--- src/rtl/frame_read_streamer.sv ---
// Frame read streamer: drives the address generator, issues synchronous RAM reads and
// buffers returned words in a first-word-fall-through FIFO behind a valid/ready stream.
module frame_read_streamer #(
  parameter int unsigned DATA_W     = 8,
  parameter int unsigned ADDR_W     = 5,
  parameter int unsigned FRAME_LEN  = 20,
  parameter int unsigned FIFO_DEPTH = 4
) (
  input  logic              clock,
  input  logic              reset,
  input  logic              start,
  output logic              busy,
  output logic              done,
  output logic              frame_error,
  output logic              gen_enable,
  input  logic [ADDR_W-1:0] gen_address,
  input  logic              gen_last,
  output logic              mem_rd_en,
  output logic [ADDR_W-1:0] mem_rd_addr,
  input  logic [DATA_W-1:0] mem_rd_data,
  output logic              out_valid,
  input  logic              out_ready,
  output logic [DATA_W-1:0] out_data,
  output logic              out_last
);

  localparam int unsigned CNT_W  = $clog2(FRAME_LEN + 1);
  localparam int unsigned PTR_W  = $clog2(FIFO_DEPTH);
  localparam int unsigned FILL_W = PTR_W + 1;
  localparam int unsigned SUM_W  = PTR_W + 2;
  localparam logic [CNT_W-1:0] LastIdx = CNT_W'(FRAME_LEN - 1);

  typedef enum logic [1:0] {StIdle, StRun, StDrain} state_e;

  state_e            state_q, state_d;
  logic [CNT_W-1:0]  issue_cnt_q, issue_cnt_d;
  logic [CNT_W-1:0]  rd_cnt_q, rd_cnt_d;
  logic              frame_error_q, frame_error_d;
  logic              done_q, done_d;
  logic              v1_q, v2_q, last2_q;
  logic [DATA_W:0]   fifo_mem_q [FIFO_DEPTH];
  logic [PTR_W-1:0]  wr_ptr_q, rd_ptr_q;
  logic [FILL_W-1:0] fifo_count_q;
  logic [SUM_W-1:0]  credit_sum;
  logic [DATA_W:0]   head;
  logic              exp_last, push, pop;

  // Reads already in flight count against the FIFO space so a push never overflows.
  assign credit_sum = SUM_W'(fifo_count_q) + SUM_W'(v1_q) + SUM_W'(v2_q);
  assign exp_last   = (rd_cnt_q == LastIdx);
  assign push       = v2_q;
  assign pop        = out_valid & out_ready;

  always_comb begin
    state_d       = state_q;
    issue_cnt_d   = issue_cnt_q;
    rd_cnt_d      = rd_cnt_q + CNT_W'(v1_q);
    frame_error_d = frame_error_q | (v1_q & (gen_last != exp_last));
    done_d        = 1'b0;
    gen_enable    = 1'b0;
    unique case (state_q)
      StIdle: begin
        if (start) begin
          state_d       = StRun;
          issue_cnt_d   = '0;
          rd_cnt_d      = '0;
          frame_error_d = 1'b0;
        end
      end
      StRun: begin
        gen_enable = (credit_sum < SUM_W'(FIFO_DEPTH));
        if (gen_enable) begin
          issue_cnt_d = issue_cnt_q + 1'b1;
          if (issue_cnt_q == LastIdx) state_d = StDrain;
        end
      end
      StDrain: begin
        if (pop && out_last) begin
          state_d = StIdle;
          done_d  = 1'b1;
        end
      end
      default: state_d = StIdle;
    endcase
  end

  always_ff @(posedge clock or posedge reset) begin
    if (reset) begin
      state_q       <= StIdle;
      issue_cnt_q   <= '0;
      rd_cnt_q      <= '0;
      frame_error_q <= 1'b0;
      done_q        <= 1'b0;
      v1_q          <= 1'b0;
      v2_q          <= 1'b0;
      last2_q       <= 1'b0;
    end else begin
      state_q       <= state_d;
      issue_cnt_q   <= issue_cnt_d;
      rd_cnt_q      <= rd_cnt_d;
      frame_error_q <= frame_error_d;
      done_q        <= done_d;
      v1_q          <= gen_enable;
      v2_q          <= v1_q;
      last2_q       <= exp_last;
    end
  end

  always_ff @(posedge clock or posedge reset) begin
    if (reset) begin
      wr_ptr_q     <= '0;
      rd_ptr_q     <= '0;
      fifo_count_q <= '0;
    end else begin
      if (push) wr_ptr_q <= wr_ptr_q + 1'b1;
      if (pop)  rd_ptr_q <= rd_ptr_q + 1'b1;
      case ({push, pop})
        2'b10:   fifo_count_q <= fifo_count_q + 1'b1;
        2'b01:   fifo_count_q <= fifo_count_q - 1'b1;
        default: fifo_count_q <= fifo_count_q;
      endcase
    end
  end

  // Storage needs no reset: the head is masked while the FIFO is empty.
  always_ff @(posedge clock) begin
    if (push) fifo_mem_q[wr_ptr_q] <= {mem_rd_data, last2_q};
  end

  assign head        = fifo_mem_q[rd_ptr_q];
  assign out_valid   = (fifo_count_q != '0);
  assign out_data    = out_valid ? head[DATA_W:1] : '0;
  assign out_last    = out_valid & head[0];
  assign mem_rd_en   = v1_q;
  assign mem_rd_addr = gen_address;
  assign busy        = (state_q != StIdle);
  assign done        = done_q;
  assign frame_error = frame_error_q;

endmodule

--- config.mk ---
export PLATFORM = sky130hd
export DESIGN_NAME = frame_read_streamer
export DESIGN_NICKNAME = d
export VERILOG_FILES = /design/src/rtl/frame_read_streamer.sv
export SDC_FILE = /design/constraint.sdc
export NUM_CORES = 1
export LEC_CHECK = 0
export ABC_AREA = 1
export ABC_CLOCK_PERIOD_IN_PS = 1600
export BUFFER_PORTS_ARGS = -buffer_cell sky130_fd_sc_hd__buf_2
export CORE_UTILIZATION = 51
export DETAILED_ROUTE_END_ITERATION = 7
export PLACE_DENSITY_LB_ADDON = 0.12
export REMOVE_ABC_BUFFERS = 1
export SKIP_LAST_GASP = 1
export SLEW_MARGIN = 40
export SYNTH_ARGS = -nofsm -noshare
export SYNTH_HDL_FRONTEND = slang
export SYNTH_SLANG_ARGS = --single-unit
export TNS_END_PERCENT = 10
--- constraint.sdc ---
create_clock -name clock -period 1.6 [get_ports clock]
set_input_delay 0.4 -clock clock [delete_from_list [all_inputs] [get_ports clock]]
set_output_delay 0.4 -clock clock [all_outputs]
set_load 0.005 [all_outputs]
# Yosys cells after proc, flatten, opt, wreduce, memory -nomap -nowiden
# Memories as Yosys holds them, arrays and structs flattened.
# Cells that the tools add are included.
# op_classes
n_addsub,8
n_lt_le_gt_ge,1
eq_ne,11
muxes,19
n_bitwise,4
n_reduce_logical,8
# ops
operator,n
$mux W5,4
$eq A5 B5 Y1 const B,2
$pmux W5 S2,1
$mux W2,4
$mux W8,1
$ne A2 B2 Y1 const B,4
$mux W1,7
$pmux W2 S3,1
$pmux W3 S2,1
$reduce_bool A2 Y1,3
$add A5 B1 Y5,1
$add A5 B1 Y5 const B,1
$add A2 B1 Y2 const B,2
$add A3 B1 Y4,1
$add A4 B1 Y4,1
$eq A2 B1 Y1 const B,2
$eq A2 B2 Y1 const B,2
$lt A4 B3 Y1 const B,1
$reduce_and A4 Y1,1
$add A3 B1 Y3 const B,1
$and A1 B1 Y1,3
$reduce_and A3 Y1,1
$reduce_bool A3 Y1,1
$sub A3 B1 Y3 const B,1
other kinds (4),4
# word_totals
register_bits,24
ramBits,36
inputBits,18
output_inout_bits,20
word_cells,63
memories,1
# memory_table
name,depth,word_bits,read_ports,rd_ports_with_merged_regs,write_ports,line_no,rtl
fifo_mem_q,4,9,1,0,1,41,logic [DATA_W:0] fifo_mem_q [FIFO_DEPTH];

# Depth between registers and ports, before layout
# Gate-level depths: netlist of the first run.
# logic_depth
ltp_word,6
mapped_depth,10
mapped_depth_nobuf,10

# Worst setup path after synthesis of the first run
# Ideal clock, no wire load.
# synth_timing
path_kind,register to register
start,register fifo_count_q[0]
end,register fifo_count_q[2]
setup_ps,131
t_arrival_ps,1587
t_required_ps,1469
setup_slack_ps,-118
path_stages_with_launch,11
path_buffers,0
synth_period_minus_slack_ps,1718
path_cell_list,dfrtp_1 -> inv_1 -> nand3_2 -> nand2_1 -> inv_1 -> ha_1 -> inv_1 -> fa_1 -> a21oi_1 -> o21ai_0 -> xor2_1
# synth_between
elab_chain_len,4
word_cells_on_any_way,8
cone_classes,2 x add/sub; 2 x eq/ne; 1 x mux; 1 x bitwise; 2 x reduce/logical
# synth_rtl
element,line_no,rtl
from (decl),43,logic [FILL_W-1:0] fifo_count_q;
from (signal assigned),118,2'b10: fifo_count_q <= fifo_count_q + 1'b1;
from (signal assigned),119,2'b01: fifo_count_q <= fifo_count_q - 1'b1;
from (signal assigned),120,default: fifo_count_q <= fifo_count_q;
$reduce_bool A3 Y1 (*),131,assign out_valid = (fifo_count_q != '0);
named net out_valid,21,"output logic out_valid,"
$and A1 B1 Y1 (*),52,assign pop = out_valid & out_ready;
named net pop,46,"logic exp_last, push, pop;"
$eq A2 B1 Y1 or $eq A2 B2 Y1 (tied branches),117,"case ({push, pop})"
$pmux W3 S2 or $reduce_bool A2 Y1 (tied branches),--,
# The timed path passes the listed nets; every way through them passes the cells marked *.
# A chain may end at the register's enable or synchronous reset.

# Worst setup path in the final report of the first run
# layout_timing
start,register fifo_count_q[0]
end,output port gen_enable
# layout_between
elab_chain_len,4
# layout_rtl
element,line_no,rtl
$add A3 B1 Y4,49,assign credit_sum = SUM_W'(fifo_count_q) + SUM_W'(v1_q) + SUM_W'(v2_q);
$add A4 B1 Y4,49,
$lt A4 B3 Y1,71,gen_enable = (credit_sum < SUM_W'(FIFO_DEPTH));
$mux W1,61,unique case (state_q)
to (decl),15,"output logic gen_enable,"
# Every way passes these cells.

==> impl_metrics.py, run 1 <==
metrics = {
    "timing": {
        "worst_slack_ps": -288,
        "fin_skew_ps": 6.35,
        "fin_crit_sh_pct": 118,
        "tightest_slew_ps": 421,
        "max_freq_ghz": 0.530,
        "setup_viol": 17,
        "period_needed_ps": 1890,
        "final_hold_viol_count": 0,
        "final_max_slew_viol_count": 0,
        "tns_ps": -3680,
        "rsz0062_at_grt": "true",
        "slew-limit-headroom_pct": 71.9,
    },
    "cells_and_area": {
        "antennaDiodeCount": 0,
        "syn_to_final_growth_pct": 18.7,
        "nFillCells": 437,
        "fin_nets": 332,
        "final_core_util_pct": 63.0,
        "drive_above_1_share_pct": 25.6,
    },
    "placed_design": {
        "finalWeightedCongestion": 0.736,
        "hpwl_mm": 3.26,
        "pre_cts_slack_ps": -129,
        "port_buffers": 27,
    },
    "drt": {
        "vias": 1795,
        "first_iter_violations": 76,
        "first_pass_iters": 4,
        "totalWireLength_mm": 4.75,
        "drt_drc_violations_left": 0,
        "via_per_inst": 4.75,
        "ant_nets": 0,
        "wl_per_cell_um": 12.6,
    },
    "synth": {
        "ys_ff_latch": 60,
        "yosysTopAreaCellShare_pct": 39.9,
        "synth.cell_area_um2": 2710,
        "synth_cells": 251,
        "synth.avg_cell_area_um2": 10.8,
        "ys.flop_type": "edfxtp_1",
        "yosysSeqAreaShare_pct": 62.0,
        "ys_types": 30,
        "yosysMostFrequentCell": "nor2_1",
        "synth-edff-count": 36,
        "ys_warn_count": 0,
        "async_flop_share_pct": 40.0,
        "yosys.area.top_type": "edfxtp_1",
        "yosys-top-cells-area": "edfxtp_1 (40%), dfrtp_1 (22%), nor2_1 (6.5%), nand2_1 (4.4%), ha_1 (4.2%)",
        "synthTopCellsByCount": "nor2_1 (47), edfxtp_1 (36), nand2_1 (32)",
    },
    "grt": {
        "use_met3_pct": 5.89,
        "grt_pass1_wl_mm": 7.65,
        "first_global_vias": 1626,
        "grt_overflow": 0,
        "grt_max_degree": 25,
        "antenna_found_initial": 0,
        "top_usage_layer": "met2",
        "grtUsageTotal_pct": 19.4,
        "met1_usage_pct": 26.2,
        "met2_usage_pct": 28.5,
    },
    "clocking": {
        "cts_buffers": 9,
        "htree_levels": 3,
        "cts-root-buf": "clkbuf_8",
        "cts.clk_slew.worst_paths_ps": 60,
        "tritoncts": "done",
        "clockBufferDepth": 2,
        "clock_sinks": 60,
        "clkLatencyLatePin_ps": 330,
        "hold_buffers": 0,
    },
    "setup_path": {
        "critPathBufInv": 3,
        "endpoint_kind": "primary output",
        "r2r_slack_ps": -260,
        "crit_chain": "buf_6 > ha_4 > nand2_1 > nand2_1 > nand2_2 > nand3_2 > inv_2 > buf_2",
        "critPathRequiredTime_ps": 1200,
        "slowest_stage": "dfrtp_1",
        "crit_family": "flip-flops",
        "crit_path_start_kind": "flip-flop",
        "cp_max_fo": 2,
        "worst_ep_arrival_time_ps": 1490,
        "criticalPathCategory": "reg2out",
        "critical-path-max-stage-delay_ps": 400,
        "crit_path_frequent_cell": "nand2_1",
    },
    "floorplan": {
        "rows": 26,
        "dieArea_um2": 5610,
        "core_um2": 5110,
        "start_util_pct": 53.1,
        "die-width_um": 74.9,
        "die-height_um": 74.9,
        "num_io_pins": 38,
    },
    "pwr": {
        "cellPowerDensity_nw_per_um2": 1960,
        "vdd_drop_max_mv": 0.939,
        "p_leak_nw": 1.48,
    },
    "status": {
        "violations": "negative setup slack",
        "outcome": "complete, but fails checks",
    },
    "run": {
        "cap_violations": 0,
    },
    "hold_path": {
        "hold_path.class": "in2async",
    },
}
-- final timing paths --
check	endpoint	start	cells after the start
max in group asynchronous	rd_ptr_q[1]$_DFFE_PP0P_	reset	3
setup reg to reg	issue_cnt_q[1]$_DFFE_PP0P_	fifo_count_q[0]$_DFFE_PP0P_	14
hold reg to reg	fifo_mem_q[1][0]$_DFFE_PP_	last2_q$_DFF_PP0_	0
setup / recovery	gen_enable	fifo_count_q[0]$_DFFE_PP0P_	8
hold / removal	rd_cnt_q[4]$_DFF_PP0_	reset	3
min in group clock	fifo_mem_q[1][4]$_DFFE_PP_	mem_rd_data[3]	1
-- layout make-up --
class,instances,area [um2],area share [%]
sequential,60,1680,52.3
multi-input combinational,151,842,26.2
timing repair buffer,52,327,10.2
inverter,30,129,4.01
clock buffer,10,128,3.97
tap,70,87.6,2.72
clock inverter,5,20.0,0.623
-- routing by layer --
layer	vias to the layer above	wire length (um)
li1	923	-
met1	830	2200
met2	36	2300
met3	6	211
met4	0	49
met5	-	0
-- cell families (layout without fill, tap and decap cells) --
kind of cell | count (synthesis) | after routing | share of synthesized area [%]
AND/OR/NAND/NOR | 98 | 98 | 15.7
multiplexers | 1 | 1 | 0.369
buffers and inverters | 40 | 97 | 7.71
flip-flops | 60 | 60 | 62.1
AO/OA/AOI/OAI | 32 | 32 | 6.05
XOR/XNOR | 10 | 10 | 3.23
adder cells (fa/ha/maj) | 10 | 10 | 4.89
-- power breakdown --
part | internal (mW) | leakage [nW] | switching [mW]
combinational | 1.30 | 0.778 | 1.49
sequential | 2.16 | 0.622 | 0.298
clock | 0.528 | 0.0761 | 0.528
-- cells in the final DEF, fill, tap and decap left out, types with 3 or more instances in the layout --
cell type	netlist	routed
buf_4	5	24
nand2_1	32	31
nand3_1	9	9
dfrtp_1	24	23
buf_2	0	27
inv_1	25	24
o21ai_0	19	18
clkbuf_8	0	9
ha_1	9	8
inv_2	2	3
xor2_1	8	8
clkinv_1	1	5
edfxtp_1	36	36
a21oi_1	11	9
nor2_1	47	47
-- flip-flops by register name, summed over array words and instances (netlist names) --
register / count
last2_q: 1
push: 1
issue_cnt_q: 5
done: 1
mem_rd_en: 1
frame_error: 1
wr_ptr_q: 2
fifo_mem_q: 36
rd_cnt_q: 5
fifo_count_q: 3
rd_ptr_q: 2
state_q: 2
-- repair_timing --
| item | 4_1_cts | 5_1_grt |
|---|---|---|
| gates resized for setup | 6 | 2 |
| endpoints found under the hold margin | 0 | 0 |
| setup buffers | 4 | 0 |
| pin swaps | 2 | 0 |
| endpoints found under the setup margin | 12 | 18 |
-- per-stage QoR --
| stage | instances | power (mW) | instance area, um2 | hold WS [ps] |
|---|---|---|---|---|
| 2_1_floorplan | 241 | 4.04 | 2630 | 415 |
| 3_3_place_gp | 359 | 5.08 | 3010 | 464 |
| 3_5_place_dp | 359 | 5.13 | 3010 | 465 |
| 4_1_cts | 378 | 6.37 | 3210 | 106 |
| 5_1_grt | 378 | 6.89 | 3220 | 126 |
| 6_report | 378 | 6.31 | 3220 | 112 |
-- worst register-to-register path, cell delays in order (launching register included) --
cell,delay [ps]
dfrtp_1,400
buf_6,130
ha_4,220
nand2_1,50
nand2_1,60
nand2_2,80
nand3_2,70
buf_4,140
buf_4,120
buf_4,120
buf_4,130
nand2_4,80
inv_2,60
nand2_1,60
nand2_1,50
No activity file was read; power rests on OpenSTA's default activity.
==> run 2, diff against run 1 <==
--- a/config.mk
+++ b/config.mk
@@ -8,6 +8,7 @@
 export ABC_AREA = 1
 export ABC_CLOCK_PERIOD_IN_PS = 1600
 export BUFFER_PORTS_ARGS = -buffer_cell sky130_fd_sc_hd__buf_2
+export CORE_ASPECT_RATIO = 1.75
 export CORE_UTILIZATION = 51
 export DETAILED_ROUTE_END_ITERATION = 7
 export PLACE_DENSITY_LB_ADDON = 0.12
==> run 2 against run 1 <==
Effect of this change:
- combinational power is 3% higher
- the flow finishes with violations (design-rule violations, negative setup slack)
- global-route usage fell by 0.85 points
- non-clock buffer count fell by 3
- worst setup slack worse by 5.3 ps
- final area grew 2.7%
- sequential cell count stayed put
- largest cell class unchanged
- sequential share of layout area shrank 1.3 points
- clock-buffer cell count down 1
- register-to-register slack improved by 130 ps
- via count rose by 2.3%
- final cell count is 4.8% lower
- critical path depth stayed put
==> impl_metrics.py, run 2 (same netlist as run 1, synthesis figures left out) <==
metrics = {
    "floorplan": {
        "die-height_um": 98.4,
        "dieArea_um2": 5620,
        "start_util_pct": 54.0,
        "die-width_um": 57.1,
        "num_io_pins": 38,
        "core_um2": 5020,
        "rows": 34,
    },
    "pwr": {
        "vdd_drop_max_mv": 1.20,
        "p_total_mw": 6.92,
        "cellPowerDensity_nw_per_um2": 2090,
        "p_leak_nw": 1.51,
    },
    "cells_and_area": {
        "fin_area_um2": 3300,
        "antennaDiodeCount": 0,
        "final_cell_mix": "nor2_1 (47), edfxtp_1 (36), nand2_1 (29), buf_2 (27), inv_1 (24)",
        "final_cells": 360,
        "largest_reg_flops": 36,
        "syn_to_final_growth_pct": 21.8,
        "top_regs": "fifo_mem_q: 36 flops, issue_cnt_q: 5 flops, rd_cnt_q: 5 flops",
        "drive_above_1_share_pct": 27.1,
        "largest_register": "fifo_mem_q",
        "final_common_cell": "nor2_1",
        "fin_nets": 329,
    },
    "setup_path": {
        "cp_max_fo": 3,
        "worst_ep_arrival_time_ps": 1490,
        "criticalPathCategory": "reg2out",
        "crit_path_start_kind": "flip-flop",
        "critPathRequiredTime_ps": 1200,
        "endpoint_kind": "primary output",
    },
    "drt": {
        "drt_drc_violations_left": 2,
        "wl_per_cell_um": 13.7,
        "first_pass_iters": 6,
        "totalWireLength_mm": 4.92,
        "vias": 1836,
        "first_iter_violations": 38,
        "via_per_inst": 5.10,
        "ant_nets": 0,
    },
    "clocking": {
        "hold_buffers": 0,
        "tritoncts": "done",
        "htree_levels": 3,
        "clock_sinks": 60,
        "cts_buffers": 9,
        "clockBufferDepth": 2,
        "cts.clk_slew.worst_paths_ps": 70,
        "clkLatencyLatePin_ps": 330,
        "cts-root-buf": "clkbuf_8",
    },
    "timing": {
        "rsz0062_at_grt": "true",
        "final_max_slew_viol_count": 0,
        "period_needed_ps": 1890,
        "whs_ps": 101,
        "max_freq_ghz": 0.528,
        "setup_viol": 12,
        "fin_skew_ps": 5.26,
        "slew-limit-headroom_pct": 71.1,
        "fin_crit_sh_pct": 118,
        "worst_slack_ps": -293,
        "tightest_slew_ps": 433,
        "final_hold_viol_count": 0,
    },
    "placed_design": {
        "port_buffers": 27,
        "finalWeightedCongestion": 0.724,
        "hpwl_mm": 3.29,
        "place_area_um2": 2970,
        "place_inst": 339,
        "pre_cts_slack_ps": -137,
    },
    "run": {
        "cap_violations": 0,
    },
    "hold_path": {
        "hold_path.class": "in2async",
    },
    "status": {
        "violations": "design-rule violations, negative setup slack",
        "outcome": "complete, but fails checks",
    },
    "grt": {
        "first_global_vias": 1727,
        "grt_pass1_wl_mm": 7.56,
        "grtUsageTotal_pct": 18.5,
        "antenna_found_initial": 0,
        "grt_overflow": 0,
        "grt_max_degree": 25,
    },
}
[run 2: worst paths after layout]
check | cells after the start | from | end | slack, ps
setup / recovery | 8 | fifo_count_q[0]$_DFFE_PP0P_ | gen_enable | -290
hold / removal | 3 | reset | issue_cnt_q[1]$_DFFE_PP0P_ | 100
setup reg to reg | 10 | fifo_count_q[0]$_DFFE_PP0P_ | fifo_count_q[2]$_DFFE_PP0P_ | -130
hold reg to reg | 0 | mem_rd_en$_DFF_PP0_ | push$_DFF_PP0_ | 480
max in group asynchronous | 3 | reset | rd_ptr_q[1]$_DFFE_PP0P_ | 1230
min in group clock | 1 | mem_rd_data[1] | fifo_mem_q[0][2]$_DFFE_PP_ | 290
[run 2: critical path, cell delays in order, from the launching register on]
cell and delay (ps):
dfrtp_1 390, buf_6 130, ha_4 250, nand2_2 40, nand2_2 70, nand2_4 60
nand3_4 80, inv_2 40, buf_2 110
[run 2: cell type report]
cell class | instances | area (um2)
tap | 54 | 67.6
clock buffer | 9 | 124
timing repair buffer | 49 | 333
sequential | 60 | 1680
multi-input combinational | 151 | 856
fill | 427 | 1720
inverter | 30 | 123
clock inverter | 7 | 115
[run 2: through the flow]
step                      TNS (ps)  utilization [%]
after floorplan               -118                -
after global placement        -460             59.2
after detailed placement      -754             59.2
after CTS                    -2940             64.4
after global routing         -3630             65.8
final                        -2600             65.8
[run 2: per-layer routing]
metal  vias to the layer above  track usage [%]  wire length [um]
li1                        916                -                 -
met1                       876             17.4              1810
met2                        38             35.3              2870
met3                         6             5.38               150
met4                         0             8.26                89
met5                         -                0                 0
[run 2: power breakdown]
part           switching [mW]  internal, mW  total (mW)
Combinational            1.58          1.28        2.86
Sequential              0.280          2.16        2.44
Clock                   0.583          1.03        1.61
[run 2: what timing repair did]
item                       4_1_cts  5_1_grt
cloned                           0        0
pin swaps                        3        4
resized for setup                5        8
setup endpoints to repair       12       13
setup buffers                    0        5
